===== src/rtl/reg_bus_master_if.sv =====
// Register-bus master interface bundle.
// Groups the command handshake, response handshake and register-bus signals of reg_bus_master.
//   cmd_*   : command channel (valid/ready), op/addr/data/mask payload
//   rsp_*   : response channel (valid/ready), data + timeout error
//   acc_en_o/wr_en_o/addr_o/wdata_o/rdata_i : 3-bit-address / 16-bit-data register bus
// Modports:
//   master : view of the bus initiator (reg_bus_master itself)
//   slave  : view of the environment (host sequencer + bus responder)
interface reg_bus_master_if;
    logic        cmd_valid_i;
    logic        cmd_ready_o;
    logic [1:0]  cmd_op_i;
    logic [2:0]  cmd_addr_i;
    logic [15:0] cmd_data_i;
    logic [15:0] cmd_mask_i;
    logic        rsp_valid_o;
    logic        rsp_ready_i;
    logic [15:0] rsp_data_o;
    logic        rsp_err_o;
    logic        acc_en_o;
    logic        wr_en_o;
    logic [2:0]  addr_o;
    logic [15:0] wdata_o;
    logic [15:0] rdata_i;

    modport master (
        input  cmd_valid_i, cmd_op_i, cmd_addr_i, cmd_data_i, cmd_mask_i,
        input  rsp_ready_i, rdata_i,
        output cmd_ready_o, rsp_valid_o, rsp_data_o, rsp_err_o,
        output acc_en_o, wr_en_o, addr_o, wdata_o
    );

    modport slave (
        output cmd_valid_i, cmd_op_i, cmd_addr_i, cmd_data_i, cmd_mask_i,
        output rsp_ready_i, rdata_i,
        input  cmd_ready_o, rsp_valid_o, rsp_data_o, rsp_err_o,
        input  acc_en_o, wr_en_o, addr_o, wdata_o
    );
endinterface


===== src/rtl/reg_bus_master.sv =====
// Register-bus initiator.
// Accepts one command at a time (WRITE, READ, read-modify-write, masked POLL with timeout),
// issues single-cycle register-bus accesses and returns exactly one response per command.
// Ports:
//   clk_i   : clock, rising edge
//   rstn_i  : asynchronous active-low reset
//   bus     : reg_bus_master_if.master (command, response and register-bus signals)
// All outputs are registered except cmd_ready_o, which is high in IDLE only.
module reg_bus_master #(
    parameter int unsigned POLL_MAX = 16,
    parameter int unsigned POLL_GAP = 3
) (
    input  logic              clk_i,
    input  logic              rstn_i,
    reg_bus_master_if.master  bus
);

    localparam int unsigned CntW = $clog2(POLL_MAX + 1);
    localparam int unsigned GapW = (POLL_GAP > 0) ? $clog2(POLL_GAP + 1) : 1;

    localparam logic [1:0] OpWrite = 2'b00;
    localparam logic [1:0] OpRead  = 2'b01;
    localparam logic [1:0] OpRmw   = 2'b10;
    localparam logic [1:0] OpPoll  = 2'b11;

    typedef enum logic [2:0] {
        StIdle,
        StWr,
        StRd,
        StRmwRd,
        StRmwWr,
        StPollRd,
        StPollGap,
        StResp
    } state_e;

    state_e          state_q, state_d;
    logic [2:0]      addr_q, addr_d;
    logic [15:0]     data_q, data_d;
    logic [15:0]     mask_q, mask_d;
    logic [CntW-1:0] cnt_q, cnt_d;
    logic [GapW-1:0] gap_q, gap_d;

    logic            acc_en_q, acc_en_d;
    logic            wr_en_q, wr_en_d;
    logic [2:0]      bus_addr_q, bus_addr_d;
    logic [15:0]     wdata_q, wdata_d;
    logic            rsp_valid_q, rsp_valid_d;
    logic [15:0]     rsp_data_q, rsp_data_d;
    logic            rsp_err_q, rsp_err_d;

    logic [15:0]     rmw_val;
    logic            poll_match;
    logic [CntW-1:0] cnt_inc;

    assign rmw_val    = (bus.rdata_i & ~mask_q) | (data_q & mask_q);
    assign poll_match = ((bus.rdata_i ^ data_q) & mask_q) == 16'h0000;
    assign cnt_inc    = cnt_q + CntW'(1);

    always_comb begin
        state_d     = state_q;
        addr_d      = addr_q;
        data_d      = data_q;
        mask_d      = mask_q;
        cnt_d       = cnt_q;
        gap_d       = gap_q;
        rsp_valid_d = rsp_valid_q;
        rsp_data_d  = rsp_data_q;
        rsp_err_d   = rsp_err_q;
        // Bus signals are single-cycle pulses: idle (all zero) unless a transition drives them.
        acc_en_d    = 1'b0;
        wr_en_d     = 1'b0;
        bus_addr_d  = 3'd0;
        wdata_d     = 16'h0000;

        unique case (state_q)
            StIdle: begin
                if (bus.cmd_valid_i) begin
                    addr_d     = bus.cmd_addr_i;
                    data_d     = bus.cmd_data_i;
                    mask_d     = bus.cmd_mask_i;
                    cnt_d      = '0;
                    gap_d      = '0;
                    acc_en_d   = 1'b1;
                    bus_addr_d = bus.cmd_addr_i;
                    unique case (bus.cmd_op_i)
                        OpWrite: begin
                            wr_en_d = 1'b1;
                            wdata_d = bus.cmd_data_i;
                            state_d = StWr;
                        end
                        OpRead:  state_d = StRd;
                        OpRmw:   state_d = StRmwRd;
                        OpPoll:  state_d = StPollRd;
                        default: state_d = StIdle;
                    endcase
                end
            end
            StWr: begin
                rsp_valid_d = 1'b1;
                rsp_data_d  = data_q;
                rsp_err_d   = 1'b0;
                state_d     = StResp;
            end
            StRd: begin
                rsp_valid_d = 1'b1;
                rsp_data_d  = bus.rdata_i;
                rsp_err_d   = 1'b0;
                state_d     = StResp;
            end
            StRmwRd: begin
                acc_en_d   = 1'b1;
                wr_en_d    = 1'b1;
                bus_addr_d = addr_q;
                wdata_d    = rmw_val;
                state_d    = StRmwWr;
            end
            StRmwWr: begin
                // wdata_q still holds the value being written this cycle.
                rsp_valid_d = 1'b1;
                rsp_data_d  = wdata_q;
                rsp_err_d   = 1'b0;
                state_d     = StResp;
            end
            StPollRd: begin
                cnt_d = cnt_inc;
                if (poll_match) begin
                    rsp_valid_d = 1'b1;
                    rsp_data_d  = bus.rdata_i;
                    rsp_err_d   = 1'b0;
                    state_d     = StResp;
                end else if (32'(cnt_inc) >= POLL_MAX) begin
                    rsp_valid_d = 1'b1;
                    rsp_data_d  = bus.rdata_i;
                    rsp_err_d   = 1'b1;
                    state_d     = StResp;
                end else if (POLL_GAP == 0) begin
                    acc_en_d   = 1'b1;
                    bus_addr_d = addr_q;
                    state_d    = StPollRd;
                end else begin
                    gap_d   = '0;
                    state_d = StPollGap;
                end
            end
            StPollGap: begin
                if (32'(gap_q) + 32'd1 >= POLL_GAP) begin
                    gap_d      = '0;
                    acc_en_d   = 1'b1;
                    bus_addr_d = addr_q;
                    state_d    = StPollRd;
                end else begin
                    gap_d = gap_q + GapW'(1);
                end
            end
            StResp: begin
                if (bus.rsp_ready_i) begin
                    rsp_valid_d = 1'b0;
                    state_d     = StIdle;
                end
            end
            default: state_d = StIdle;
        endcase
    end

    always_ff @(posedge clk_i or negedge rstn_i) begin
        if (!rstn_i) begin
            state_q     <= StIdle;
            addr_q      <= 3'd0;
            data_q      <= 16'h0000;
            mask_q      <= 16'h0000;
            cnt_q       <= '0;
            gap_q       <= '0;
            acc_en_q    <= 1'b0;
            wr_en_q     <= 1'b0;
            bus_addr_q  <= 3'd0;
            wdata_q     <= 16'h0000;
            rsp_valid_q <= 1'b0;
            rsp_data_q  <= 16'h0000;
            rsp_err_q   <= 1'b0;
        end else begin
            state_q     <= state_d;
            addr_q      <= addr_d;
            data_q      <= data_d;
            mask_q      <= mask_d;
            cnt_q       <= cnt_d;
            gap_q       <= gap_d;
            acc_en_q    <= acc_en_d;
            wr_en_q     <= wr_en_d;
            bus_addr_q  <= bus_addr_d;
            wdata_q     <= wdata_d;
            rsp_valid_q <= rsp_valid_d;
            rsp_data_q  <= rsp_data_d;
            rsp_err_q   <= rsp_err_d;
        end
    end

    assign bus.cmd_ready_o = (state_q == StIdle);
    assign bus.acc_en_o    = acc_en_q;
    assign bus.wr_en_o     = wr_en_q;
    assign bus.addr_o      = bus_addr_q;
    assign bus.wdata_o     = wdata_q;
    assign bus.rsp_valid_o = rsp_valid_q;
    assign bus.rsp_data_o  = rsp_data_q;
    assign bus.rsp_err_o   = rsp_err_q;

endmodule


===== src/flat_wrapper.sv =====
// flat-port wrapper written by rule: the top's interface ports become plain ports
module reg_bus_master_flat 
#(
    parameter int unsigned POLL_MAX = 16,
    parameter int unsigned POLL_GAP = 3
)
  (clk_i, rstn_i, bus_cmd_valid_i, bus_cmd_op_i, bus_cmd_addr_i, bus_cmd_data_i, bus_cmd_mask_i, bus_rsp_ready_i, bus_rdata_i, bus_cmd_ready_o, bus_rsp_valid_o, bus_rsp_data_o, bus_rsp_err_o, bus_acc_en_o, bus_wr_en_o, bus_addr_o, bus_wdata_o);
  reg_bus_master_if bus_i ();
  input  logic clk_i;
  input  logic rstn_i;
  input wire logic [$bits(bus_i.cmd_valid_i)-1:0] bus_cmd_valid_i;
  input wire logic [$bits(bus_i.cmd_op_i)-1:0] bus_cmd_op_i;
  input wire logic [$bits(bus_i.cmd_addr_i)-1:0] bus_cmd_addr_i;
  input wire logic [$bits(bus_i.cmd_data_i)-1:0] bus_cmd_data_i;
  input wire logic [$bits(bus_i.cmd_mask_i)-1:0] bus_cmd_mask_i;
  input wire logic [$bits(bus_i.rsp_ready_i)-1:0] bus_rsp_ready_i;
  input wire logic [$bits(bus_i.rdata_i)-1:0] bus_rdata_i;
  output wire logic [$bits(bus_i.cmd_ready_o)-1:0] bus_cmd_ready_o;
  output wire logic [$bits(bus_i.rsp_valid_o)-1:0] bus_rsp_valid_o;
  output wire logic [$bits(bus_i.rsp_data_o)-1:0] bus_rsp_data_o;
  output wire logic [$bits(bus_i.rsp_err_o)-1:0] bus_rsp_err_o;
  output wire logic [$bits(bus_i.acc_en_o)-1:0] bus_acc_en_o;
  output wire logic [$bits(bus_i.wr_en_o)-1:0] bus_wr_en_o;
  output wire logic [$bits(bus_i.addr_o)-1:0] bus_addr_o;
  output wire logic [$bits(bus_i.wdata_o)-1:0] bus_wdata_o;
  assign bus_i.cmd_valid_i = bus_cmd_valid_i;
  assign bus_i.cmd_op_i = bus_cmd_op_i;
  assign bus_i.cmd_addr_i = bus_cmd_addr_i;
  assign bus_i.cmd_data_i = bus_cmd_data_i;
  assign bus_i.cmd_mask_i = bus_cmd_mask_i;
  assign bus_i.rsp_ready_i = bus_rsp_ready_i;
  assign bus_i.rdata_i = bus_rdata_i;
  assign bus_cmd_ready_o = bus_i.cmd_ready_o;
  assign bus_rsp_valid_o = bus_i.rsp_valid_o;
  assign bus_rsp_data_o = bus_i.rsp_data_o;
  assign bus_rsp_err_o = bus_i.rsp_err_o;
  assign bus_acc_en_o = bus_i.acc_en_o;
  assign bus_wr_en_o = bus_i.wr_en_o;
  assign bus_addr_o = bus_i.addr_o;
  assign bus_wdata_o = bus_i.wdata_o;
  reg_bus_master #(.POLL_MAX(POLL_MAX), .POLL_GAP(POLL_GAP)) u_core (.clk_i(clk_i), .rstn_i(rstn_i), .bus(bus_i));
endmodule

===== config.mk =====
export PLATFORM = sky130hd
export DESIGN_NAME = reg_bus_master_flat
export DESIGN_NICKNAME = d
export VERILOG_FILES = /design/src/rtl/reg_bus_master_if.sv /design/src/rtl/reg_bus_master.sv /design/src/flat_wrapper.sv
export SDC_FILE = /design/constraint.sdc
export NUM_CORES = 1
export LEC_CHECK = 0
export CORE_MARGIN = 2
export CORE_UTILIZATION = 45
export DETAILED_ROUTE_END_ITERATION = 6
export PLACE_DENSITY = 0.8
export SYNTH_ARGS = -nofsm -noshare
export SYNTH_HDL_FRONTEND = slang
export SYNTH_SLANG_ARGS = --single-unit

===== constraint.sdc =====
create_clock -name clk_i -period 2.9 [get_ports clk_i]
set_input_delay 0.29 -clock clk_i [delete_from_list [all_inputs] [get_ports clk_i]]
set_output_delay 0.29 -clock clk_i [all_outputs]
set_load 0.05 [all_outputs]

-- Word level (Yosys, flattened, before mapping)
Index checks and enable logic that the tools add are counted.
- bits in registers: 84
- bits of input ports: 57
- output and inout bits: 40
- $add $sub $neg: 3
- order comparisons: 2
- equality and inequality tests: 16
- multiplexer cells: 35
- bitwise gates (word level): 6
- reductions and logical operators: 16
- operators with widths (cell ; number):
    16-bit 2-to-1 mux ; 4
    16-bit one-hot mux with 4 select lines ; 1
    16-bit AND ; 3
    32-bit by 2-bit >= comparator with 1-bit output (second input constant) ; 1
    16-bit one-hot mux with 2 select lines ; 1
    3-bit 2-to-1 mux ; 6
    3-bit one-hot mux with 6 select lines ; 1
    16-bit zero test ; 1
    16-bit inverter ; 1
    16-bit OR ; 1
    16-bit bitwise XOR ; 1
    3-bit == test (second input constant) ; 4
    3-bit one-hot mux with 4 select lines ; 1
    5-bit one-hot mux with 2 select lines ; 1
    1-bit 2-to-1 mux ; 9
    3-bit one-hot mux with 3 select lines ; 1
    2-bit 2-to-1 mux ; 4
    2-bit != test (second input constant) ; 4
    2-bit AND reduction ; 4
    3-bit by 2-bit == test with 1-bit output (second input constant) ; 2
    1-bit one-hot mux with 3 select lines ; 2
    2-bit one-hot mux with 3 select lines ; 1
    3-bit AND reduction ; 2
    3-bit nonzero test ; 2
    17 further kinds ; 20

-- Depth between registers and ports, before layout
Gate-level depths: netlist of the first run.
- depth in word-level cells: 5
- mapped depth: 8
- gate-level depth less buffers: 6

-- Worst setup path before layout of the first run
Ideal clock, no wire load.
- path type: register -> register
- from: register u_core.state_q[1]
- to: register u_core.wdata_q[0], in the netlist u_core.bus.wdata_o[0]
- library setup time: 77 ps
- data arrival time: 1748 ps
- required time: 2823 ps
- setup slack: 1075 ps
- cell stages (with the launch flop): 9
- buffers on the path: 3
- clock period less this slack: 1825 ps
- cell sequence: dfrtp_1 > buf_2 > or3_1 > inv_2 > and3_1 > buf_2 > buf_6 > nand2_1 > o21ai_1
- longest elaborated chain between the ends: 2
- elaborated cells on any way between the ends: 3
- those cells by class: eq/ne: 1; mux: 1; reduce/logical: 1
- RTL lines (item ; RTL line ; text):
    from (decl) ; reg_bus_master.sv:37 ; state_e state_q, state_d;
    from (signal assigned) ; reg_bus_master.sv:168 ; state_q <= StIdle;
    from (signal assigned) ; reg_bus_master.sv:182 ; state_q <= state_d;
    3-bit zero test ; -- ;
    net bus_cmd_ready_o ; flat_wrapper.sv:18 ; output wire logic [$bits(bus_i.cmd_ready_o)-1:0] bus_cmd_ready_o;
    16-bit one-hot mux with 2 select lines ; reg_bus_master.sv:76 ; unique case (state_q)
    net u_core.wdata_d[0] ; reg_bus_master.sv:47 ; logic [15:0] wdata_q, wdata_d;
    to (signal assigned) ; reg_bus_master.sv:191 ; wdata_q <= wdata_d;
    to (decl) ; reg_bus_master.sv:47 ;
The timed path passes the listed nets, and every way through them passes these cells.
A chain may end at the register's enable or synchronous reset.

-- Worst setup path in the final report of the first run
- from: register u_core.state_q[0]
- to: register u_core.rsp_data_q[7], in the netlist u_core.bus.rsp_data_o[7]
- longest elaborated chain between the ends: 3
- elaborated cells on any way between the ends: 8
- those cells by class: eq/ne: 5; mux: 1; reduce/logical: 2
- RTL lines (item ; RTL line ; text):
    3-bit == test, or another cell as far along ; reg_bus_master.sv:76 ;
    3-bit by 1-bit != test with 1-bit output (no line) / 4-bit nonzero test (equally long branches) ; -- ;
    2-bit AND reduction (no line) ; -- ;
    to (signal assigned) ; reg_bus_master.sv:193 ; rsp_data_q <= rsp_data_d;
    to (decl) ; reg_bus_master.sv:49 ; logic [15:0] rsp_data_q, rsp_data_d;
Parallel ways exist; a longest one is shown, timed or not.

==> results of run 1 <==
## per-stage QoR
stage | utilization [%] | power (mW) | hold slack [ns] | instance area, µm²
floorplan | - | 4.84 | -0.00559 | 4810
global placement | 56.2 | 5.70 | 0.475 | 5830
detailed placement | 56.2 | 5.84 | 0.485 | 5830
CTS | 58.0 | 6.67 | 0.155 | 6010
global route | 58.0 | 7.09 | 0.219 | 6010
finish | 58.0 | 6.71 | 0.109 | 6010
## cells by family (layout without fill, tap and decap cells)
| kind of cell | Yosys count | after routing | synth area share (%) |
|---|---|---|---|
| xor+xnor | 18 | 18 | 3.28 |
| compound gates | 155 | 155 | 23.7 |
| fa+ha+maj | 4 | 4 | 1.04 |
| simple gates | 118 | 118 | 10.6 |
| flops | 84 | 84 | 43.7 |
| mux | 52 | 52 | 11.3 |
| buf+inv | 61 | 144 | 6.34 |
## cell type report
cell class | instances | area, µm² | share of cell area [%]
clock buffers | 11 | 131 | 2.18
clock inverters | 5 | 52.6 | 0.874
inverters | 22 | 82.6 | 1.37
multi-input cells | 347 | 2420 | 40.2
flip-flops and latches | 84 | 2100 | 35.0
well taps | 136 | 170 | 2.83
repair buffers | 106 | 1060 | 17.6
## worst reg2reg max path: cells and delay by family (launching register included)
family / cells / cell delay, ns
AOI/OAI and AO/OA: 2 / 0.88
and+or+nand+nor: 1 / 0.70
DFF: 1 / 0.69
## cells in the mapped netlist (all sizes together)
library cell / instances
and3: 1
o32ai: 1
mux2: 20
xnor2: 1
nor2b: 1
xor2: 17
nand3: 5
or3: 1
o21ai: 44
a41oi: 1
nor3: 16
ha: 4
or2: 2
nand2b: 2
inv: 22
o22ai: 17
clkbuf: 11
a21o: 1
a22o: 3
nor2: 41
a211oi: 34
nand2: 46
buf: 28
and2: 1
dfrtp: 84
a22oi: 26
o31ai: 1
a21oi: 10
and4: 2
a2111oi: 16
mux2i: 32
a211o: 1
## path summary, 6_finish.rpt
check	startpoint	cells after the start	to	slack [ns]
setup / recovery	u_core.state_q[0]	3	u_core.bus.rsp_data_o[7]	0.50
hold / removal	rstn_i	1	u_core.mask_q[7]	0.11
setup reg to reg	u_core.state_q[0]	3	u_core.bus.rsp_data_o[7]	0.50
hold reg to reg	u_core.addr_q[2]	1	u_core.bus.addr_o[2]	0.50
max in group asynchronous	rstn_i	1	u_core.bus.addr_o[0]	2.10
min in group clk_i	u_core.addr_q[2]	1	u_core.bus.addr_o[2]	0.50
## power by group through the flow
| stage | clock (mW) | combinational [mW] | sequential (mW) |
|---|---|---|---|
| floorplan | 0 | 2.19 | 2.65 |
| global placement | 0 | 3.49 | 2.20 |
| detailed placement | 0 | 3.61 | 2.23 |
| CTS | 0.828 | 3.63 | 2.21 |
| global route | 0.881 | 3.92 | 2.29 |
| finish | 0.829 | 3.66 | 2.22 |
## flip-flops by register name, summed over array words and instances (netlist names)
name                    count
u_core.bus.rsp_data_o      16
u_core.bus.wdata_o         16
u_core.data_q              16
u_core.mask_q              16
u_core.cnt_q                5
u_core.addr_q               3
u_core.bus.addr_o           3
u_core.state_q              3
u_core.gap_q                2
u_core.bus.acc_en_o         1
u_core.bus.rsp_err_o        1
u_core.bus.rsp_valid_o      1
u_core.bus.wr_en_o          1
## metal layers
layer | routed length (µm) | up-vias | track usage [%]
li1 | - | 1956 | -
met5 | 0 | - | 0
met3 | 926 | 15 | 3.45
met4 | 163 | 0 | 7.14
met1 | 5840 | 2061 | 32.8
met2 | 6090 | 189 | 36.4
==> metrics.md, run 1 <==
| Metric | Value |
|---|---|
| Drt total wl | `roughly 13000 µm` |
| Ratio of final minimum period to clock period | `roughly 83%` |
| CTS root buf | `clkbuf_8` |
| Critical Path Max Stage Delay | `0.76 ns` |
| Worst slew pin tran | `1.06 ns` |
| Int Pwr | `approximately 3.5 mW` |
| Max VDD drop | `about 0.00068 V` |
| GRT Total Usage | `a little under a quarter` |
| Comb power frac | `54.5%` |
| Initial antenna violation count | `0` |
| Cell chain of the critical path | `nand3_1 -> a2111oi_1 -> a211oi_2` |
| CP Buf/Inv Count | `0` |
| Clk pwr share | `12.4%` |
| Placed cell count | `roughly 700` |
| Setup Fix Bufs, Post-CTS | `0` |
| Max Clk Rate | `~420 MHz` |
| Grt ovf | `0` |
| HPWL Detailed | `8920 µm` |
| DRT antenna net count | `0` |
| Die Span X | `107 µm` |
| Distinct cell type count after synthesis | `between 40 and 50` |
| Setup Skew | `roughly 0.012 ns` |
| Share of cells above drive strength 1 | `between 10% and 20%` |
| Pleak | `~2.4 nW` |
| Most frequent cells in the layout | `clkdlybuf4s50_1 (94), dfrtp_1 (84), nand2_1 (45)` |
| Critical Path AT | `approximately 2.6 ns` |
| Switching Share | `47.8%` |
| Critical Path RT | `~3.1 ns` |
| DIE AREA | `11500 µm²` |
| First-pass GRT wire length | `approximately 21000 µm` |
| Sequential power share | `33.1%` |
| Number of global-route vias before repair | `4021` |
| Port Buffers | `96` |
| Status | `finished clean` |
| CTS Hold Bufs | `0` |
| Area leader, netlist | `dfrtp_1` |
| Synth Register Bits | `between 80 and 90` |
| ANT cells | `0` |
| Crit-path leading delay family | `compound AO/OA/AOI/OAI gates` |
| CP Max Fanout | `18` |
| Total clock buffers created by CTS | `9` |
| Layout Nets | `about 630` |
| Row count | `37` |
| Crit path kind | `flop to flop` |
| Seq/Total Area, Yosys | `a little over two fifths` |
| Setup violators final | `0` |
| Layout fillers | `about 900` |
| Cts repair resizes | `0` |
| Worst slew margin | `between 20% and 30%` |
| # H-tree levels | `3` |
| Hold Path Class | `input port to asynchronous set/reset pin` |
| Largest net degree at the start of global routing | `85` |
| Finished Layout Cells | `711` |
| TritonCTS clock tree | `built` |
| Share of the synthesized area in the top cell type | `a little over two fifths` |
| Fin. max-slew vios | `0` |
| Pwr dens | `about 1100 nW/µm²` |
| # DRC | `0` |
| Slowest stage cell, crit path | `a2111oi_1` |
| Final worst path period need | `2.40 ns` |
| Area Overhead vs Synth | `24.9%` |
| Vias/cell | `just under 6` |
| Clk sinks | `84` |
| I/O pin cnt | `slightly below 100` |
| Starting density of the core | `approximately 46%` |
| Psw | `about 3.2 mW` |
| RSZ-0062 raised after global routing | `false` |
| Detailed Routing Iterations Pass 1 | `5` |
| Pre-CTS WS | `around 0.50 ns` |
| Total vias in the final route | `~4200` |
| Most common cell after layout, fill and taps aside | `clkdlybuf4s50_1` |
| Worst-Skew Late Latency | `0.36 ns` |
| Crit. End Element | `flop` |
| Gate Count Post-Synth | `about 490` |
| Mapped Area | `4810 µm²` |
| Clock slew at reported path FFs | `about 0.09 ns` |
| Post-route setup TNS | `0 ns` |
| Avg Inst Size Synth | `slightly below 10 µm²` |
| Leading post-synthesis cells by cell area | `dfrtp_1 (44%), mux2i_1 (6.7%), mux2_2 (4.7%)` |
| Initial DRC Count | `approximately 330` |
| WL/cell | `around 18 µm` |
| Hold Vio Cnt, Final | `0` |
| Max_cap viols | `0` |
| CORE AREA | `a little over 10000 µm²` |
| CP Launch Type | `flop` |
| Syn nets | `about 550` |
| YS warnings | `0` |
| Final worst slack | `0.499 ns` |
| RePlAce Congestion | `between 0.8 and 0.9` |
| CTS Buffer Depth | `2` |
| DIE HEIGHT | `107 µm` |
Power figures use the tool's default switching activity.
==> inputs of run 2 (changes only) <==
- clock period: 2.9 -> 2.5 ns (I/O delays scaled with it)
==> metrics.md, run 2 (same netlist as run 1, synthesis figures left out) <==
| Metric | Value |
|---|---|
| Max_cap viols | `0 (unchanged)` |
| Grt ovf | `0 (unchanged)` |
| Hold Vio Cnt, Final | `0 (unchanged)` |
| Total vias in the final route | `4333 (+2.7%)` |
| CTS Buffer Depth | `2 (unchanged)` |
| Hold Path Class | `input port to asynchronous set/reset pin` |
| Worst slew margin | `44.7% (+16 points)` |
| Layout Nets | `639 (+1.3%)` |
| Fin. max-slew vios | `0 (unchanged)` |
| Critical Path RT | `2.76 ns (-0.36 ns)` |
| Largest net degree at the start of global routing | `47 (-45%)` |
| Crit path kind | `flop to flop` |
| Vias/cell | `6.03 (+1.7%)` |
| Final worst path period need | `2.04 ns (-0.365 ns)` |
| Post-route setup TNS | `0 ns (unchanged)` |
| Pleak | `2.51 nW (+2.6%)` |
| Ratio of final minimum period to clock period | `81.4% (-1.3 points)` |
| # DRC | `0 (unchanged)` |
| Starting density of the core | `46.4% (unchanged)` |
| Placed instance area | `5920 µm² (+1.5%)` |
| Clk sinks | `84 (unchanged)` |
| CP Max Fanout | `12 (-6)` |
| Cts repair resizes | `0 (unchanged)` |
| Detailed Routing Iterations Pass 1 | `5 (unchanged)` |
| Status | `finished clean` |
| Clock slew at reported path FFs | `0.08 ns (about the same)` |
| HPWL Detailed | `9500 µm (+6.5%)` |
| Area Overhead vs Synth | `27.4%` |
| Final Cell Area | `6130 µm² (+2.0%)` |
| Crit. End Element | `flop` |
| Pwr dens | `1290 nW/µm² (+15%)` |
| CP Launch Type | `flop` |
| DIE HEIGHT | `107 µm (unchanged)` |
| TritonCTS clock tree | `built` |
| Initial DRC Count | `317 (-4.8%)` |
| CORE AREA | `10400 µm² (unchanged)` |
| Number of global-route vias before repair | `4249 (+5.7%)` |
| Port Buffers | `96 (unchanged)` |
| First-pass GRT wire length | `21000 µm (+1.4%)` |
| # H-tree levels | `3 (unchanged)` |
| RSZ-0062 raised after global routing | `false` |
| RePlAce Congestion | `0.822 (-0.75%)` |
| Total clock buffers created by CTS | `9 (unchanged)` |
| Critical Path AT | `2.30 ns (-0.32 ns)` |
| Most frequent cells in the layout | `clkdlybuf4s50_1 (94), dfrtp_1 (84), nand2_1 (45)` |
| Share of cells above drive strength 1 | `13.4% (+0.88 points)` |
| DRT antenna net count | `0 (unchanged)` |
| Die Span X | `107 µm (unchanged)` |
| Finished Layout Cells | `718 (+0.98%)` |
| Worst-Skew Late Latency | `0.35 ns (about the same)` |
| Pwr Total | `7.90 mW (+18%)` |
| Placed cell count | `702 (+1.0%)` |
| DIE AREA | `11500 µm² (unchanged)` |
| I/O pin cnt | `97 (unchanged)` |
| Most common cell after layout, fill and taps aside | `clkdlybuf4s50_1` |
| Max Clk Rate | `491 MHz (+18%)` |
| CTS Hold Bufs | `1 (+1)` |
| Setup violators final | `0 (unchanged)` |
| Util after Layout | `59.2% (+1.2 points)` |
| CTS root buf | `clkbuf_8` |
| Initial antenna violation count | `0 (unchanged)` |
| Max VDD drop | `0.000662 V (-3.2%)` |
| GRT Total Usage | `23.5% (+0.40 points)` |
| Setup Skew | `0.00809 ns (-0.00374 ns)` |
| Worst slew pin tran | `0.829 ns (-0.236 ns)` |
| Setup Fix Bufs, Post-CTS | `0 (unchanged)` |
| ANT cells | `0 (unchanged)` |
| WL/cell | `18.4 µm (+0.48%)` |
| Row count | `37 (unchanged)` |
| Drt total wl | `13200 µm (+1.5%)` |
## run 2: area by class of cell
| type | count | area [µm²] |
|---|---|---|
| clock buffer | 11 | 131 |
| clock inverter | 4 | 73.8 |
| fill | 885 | 4240 |
| inverter | 22 | 82.6 |
| multi-input combinational | 347 | 2420 |
| sequential | 84 | 2100 |
| tap | 136 | 170 |
| timing repair buffer | 114 | 1160 |
## run 2: through the flow
stage | setup slack, ns | hold slack [ns]
detailed placement | 0.201 | 0.269
finish | 0.464 | 0.426
CTS | 0.503 | 0.448
global placement | 0.205 | 0.271
global route | 0.301 | 0.454
floorplan | 0.675 | -0.0456
## run 2: worst max-delay path, cell delays in order (launching register included)
cell	delay, ns
dfrtp_1	0.39
ha_1	0.21
nand3_1	0.15
xnor2_2	0.56
buf_4	0.31
a2111oi_0	0.09
a211oi_1	0.23
## run 2: worst paths after layout
check / cells after the start / slack (ns) / startpoint / end
setup reg to reg: 6 / 0.46 / u_core.cnt_q[0] / u_core.bus.rsp_data_o[3]
hold reg to reg: 1 / 0.50 / u_core.addr_q[0] / u_core.bus.addr_o[0]
setup / recovery: 6 / 0.46 / u_core.cnt_q[0] / u_core.bus.rsp_data_o[3]
max in group asynchronous: 3 / 1.40 / rstn_i / u_core.bus.rsp_data_o[6]
min in group clk_i: 3 / 0.47 / bus_cmd_data_i[7] / u_core.data_q[7]
hold / removal: 2 / 0.43 / rstn_i / u_core.mask_q[10]
## run 2: where the power goes
group          internal, mW  switching [mW]  leakage, nW
logic                  1.70            2.61         1.37
registers              1.93           0.618         1.04
clock network         0.561           0.488        0.104
## run 2: layer usage
metal | GRT usage [%] | routed length (µm) | up-vias
li1 | - | - | 1965
met1 | 33.2 | 5710 | 2149
met2 | 36.3 | 6260 | 196
met3 | 3.69 | 957 | 23
met4 | 9.16 | 283 | 0
met5 | 0 | 0 | -
==> inputs of run 3 (changes only) <==
- PLACE_DENSITY: 0.8 -> 0.83
- clock period: 2.5 -> 1.73 ns (I/O delays scaled with it)
==> metrics.md, run 3 (same netlist as run 1, synthesis figures left out) <==
| Metric | Value |
|---|---|
| Fin. max-slew vios | `0 (unchanged)` |
| Worst slew pin tran | `0.539 ns (-0.290 ns)` |
| Vias/cell | `6.37 (+5.6%)` |
| RePlAce Congestion | `0.872 (+6.1%)` |
| Fin Hold WS | `0.291 ns (-0.135 ns)` |
| ANT cells | `0 (unchanged)` |
| I/O pin cnt | `97 (unchanged)` |
| Clk sinks | `84 (unchanged)` |
| Worst slew margin | `64.0% (+19 points)` |
| Area Overhead vs Synth | `52.8%` |
| Share of cells above drive strength 1 | `34.8% (+21 points)` |
| Final Cell Area | `7350 µm² (+20%)` |
| # DRC | `0 (unchanged)` |
| CTS Buffer Depth | `2 (unchanged)` |
| Pwr dens | `1990 nW/µm² (+54%)` |
| Pleak | `3.17 nW (+26%)` |
| Cell chain of the critical path | `or3_4 -> buf_4 -> inv_4 -> buf_4 -> buf_12` |
| Initial antenna violation count | `0 (unchanged)` |
| # H-tree levels | `3 (unchanged)` |
| Max VDD drop | `0.00102 V (+54%)` |
| Number of global-route vias before repair | `4862 (+14%)` |
| Most frequent cells in the layout | `buf_4 (87), dfrtp_1 (84), clkdlybuf4s50_1 (61)` |
| Placed instance area | `6340 µm² (+7.2%)` |
| Max_cap viols | `0 (unchanged)` |
| Clock slew at reported path FFs | `0.10 ns (+0.02 ns)` |
| Crit path kind | `flop to output port` |
| Slowest stage cell, crit path | `dfrtp_1` |
| WL/cell | `22.6 µm (+23%)` |
| Drt total wl | `18000 µm (+36%)` |
| Critical Path AT | `1.66 ns (-0.64 ns)` |
| Grt ovf | `0 (unchanged)` |
| RR Endpoint | `u_core.mask_q[11]` |
| RR Startpoint | `u_core.state_q[1]` |
| DIE AREA | `11500 µm² (unchanged)` |
| CTS root buf | `clkbuf_8` |
| CORE AREA | `10400 µm² (unchanged)` |
| Post-route setup TNS | `-2.11 ns (-2.11 ns)` |
| CP Buf/Inv Count | `4 (+3)` |
| Worst-Skew Late Latency | `0.38 ns (+0.03 ns)` |
| Failing checks | `negative setup slack` |
| CP Launch Type | `flop` |
| Pwr Total | `14.6 mW (+85%)` |
| Setup Skew | `0.0192 ns (+0.0111 ns)` |
| Hold Path Class | `input port to asynchronous set/reset pin` |
| Crit-path leading delay family | `buffers and inverters` |
| CP Max Fanout | `3 (-9)` |
| Crit. End Element | `output port` |
| Final worst path period need | `around 1.8 ns` |
| Layout fillers | `686 (-22%)` |
| GRT Total Usage | `27.5% (+4.1 points)` |
| Status | `finished with violations` |
| Most common cell after layout, fill and taps aside | `buf_4` |
| R2r setup slk | `-0.11 ns (-0.57 ns)` |
| Total vias in the final route | `5079 (+17%)` |
| RSZ-0062 raised after global routing | `true` |
| Row count | `37 (unchanged)` |
| DRT antenna net count | `0 (unchanged)` |
| Critical Path Max Stage Delay | `0.41 ns (-0.15 ns)` |
| Die Span X | `107 µm (unchanged)` |
| Starting density of the core | `46.4% (unchanged)` |
| Total clock buffers created by CTS | `9 (unchanged)` |
| Critical path's most frequent cell | `buf_4` |
| Layout Nets | `717 (+12%)` |
| Ratio of final minimum period to clock period | `106%` |
| TritonCTS clock tree | `built` |
| Final worst slack | `-0.105 ns (-0.569 ns)` |
| Port Buffers | `96 (unchanged)` |
| Detailed Routing Iterations Pass 1 | `6 (+1)` |
| DIE HEIGHT | `107 µm (unchanged)` |
| Hold Vio Cnt, Final | `0 (unchanged)` |
| Max Clk Rate | `~540 MHz` |
| Critical Path RT | `1.56 ns (-1.20 ns)` |
| HPWL Detailed | `10500 µm (+10%)` |
| Largest net degree at the start of global routing | `40 (-15%)` |
| First-pass GRT wire length | `24600 µm (+17%)` |
| Reg2Reg Depth | `6 (unchanged)` |
| Setup violators final | `36 (+36)` |
| Initial DRC Count | `552 (+74%)` |
## run 3: changes by cell type in the layout (fill, tap and decap cells not counted), sizes merged
cell           change
inv                -1
clkdlybuf4s50     -33
clkbuf             +4
a211o              +1
buf               +93
clkinvlp           +1
dlymetal6s2s       +4
and4               +2
dlygate4sd2        +8
## run 3: timing repair
action,4_1_cts,5_1_grt
pin swaps,4,19
gates cloned,2,5
hold endpoints to repair,30,0
hold buffers,1,0
setup endpoints to repair,32,58
gates resized for setup,35,87
setup buffers,6,10
## run 3: stage by stage
stage | cells | worst slack [ns] | util, %
global route | 797 | -0.128 | 70.9
CTS | 783 | -0.0559 | 65.2
detailed placement | 758 | -0.384 | 61.2
finish | 797 | -0.105 | 70.9
global placement | 758 | -0.284 | 61.2
floorplan | 492 | 0.0259 | -
## run 3: per-layer routing
| layer | vias to the layer above | share of wire (%) | GRT usage [%] |
|---|---|---|---|
| met1 | 2424 | 37 | 36.6 |
| met4 | 0 | 5.1 | 11.4 |
| met5 | - | 0 | 0 |
| met2 | 420 | 46 | 43.4 |
| met3 | 99 | 11 | 6.42 |
| li1 | 2136 | - | - |
## run 3: worst max path at each step
stage,from,to,cells past startpoint
6_report,u_core.state_q[1],bus_cmd_ready_o,5
5_1_grt,u_core.state_q[2],bus_cmd_ready_o,5
4_1_cts,u_core.state_q[2],bus_cmd_ready_o,5
3_5_place_dp,bus_rdata_i[14],u_core.bus.rsp_data_o[0],6
3_3_place_gp,bus_rdata_i[7],u_core.bus.rsp_data_o[5],6
2_1_floorplan,u_core.state_q[1],u_core.addr_q[2],5
## run 3: area by class of cell
cell class	instances	area (µm²)	area share, %
clock buffers	12	145	1.97
clock inverters	4	72.6	0.987
inverters	22	85.1	1.16
multi-input cells	350	2940	40.0
flip-flops and latches	84	2100	28.6
well taps	136	170	2.31
repair buffers	189	1830	24.9
## run 3: power breakdown
part,leakage (nW),internal (mW),switching (mW)
clock,0.107,0.853,0.765
sequential,1.04,2.78,1.02
combinational,2.02,3.93,5.26
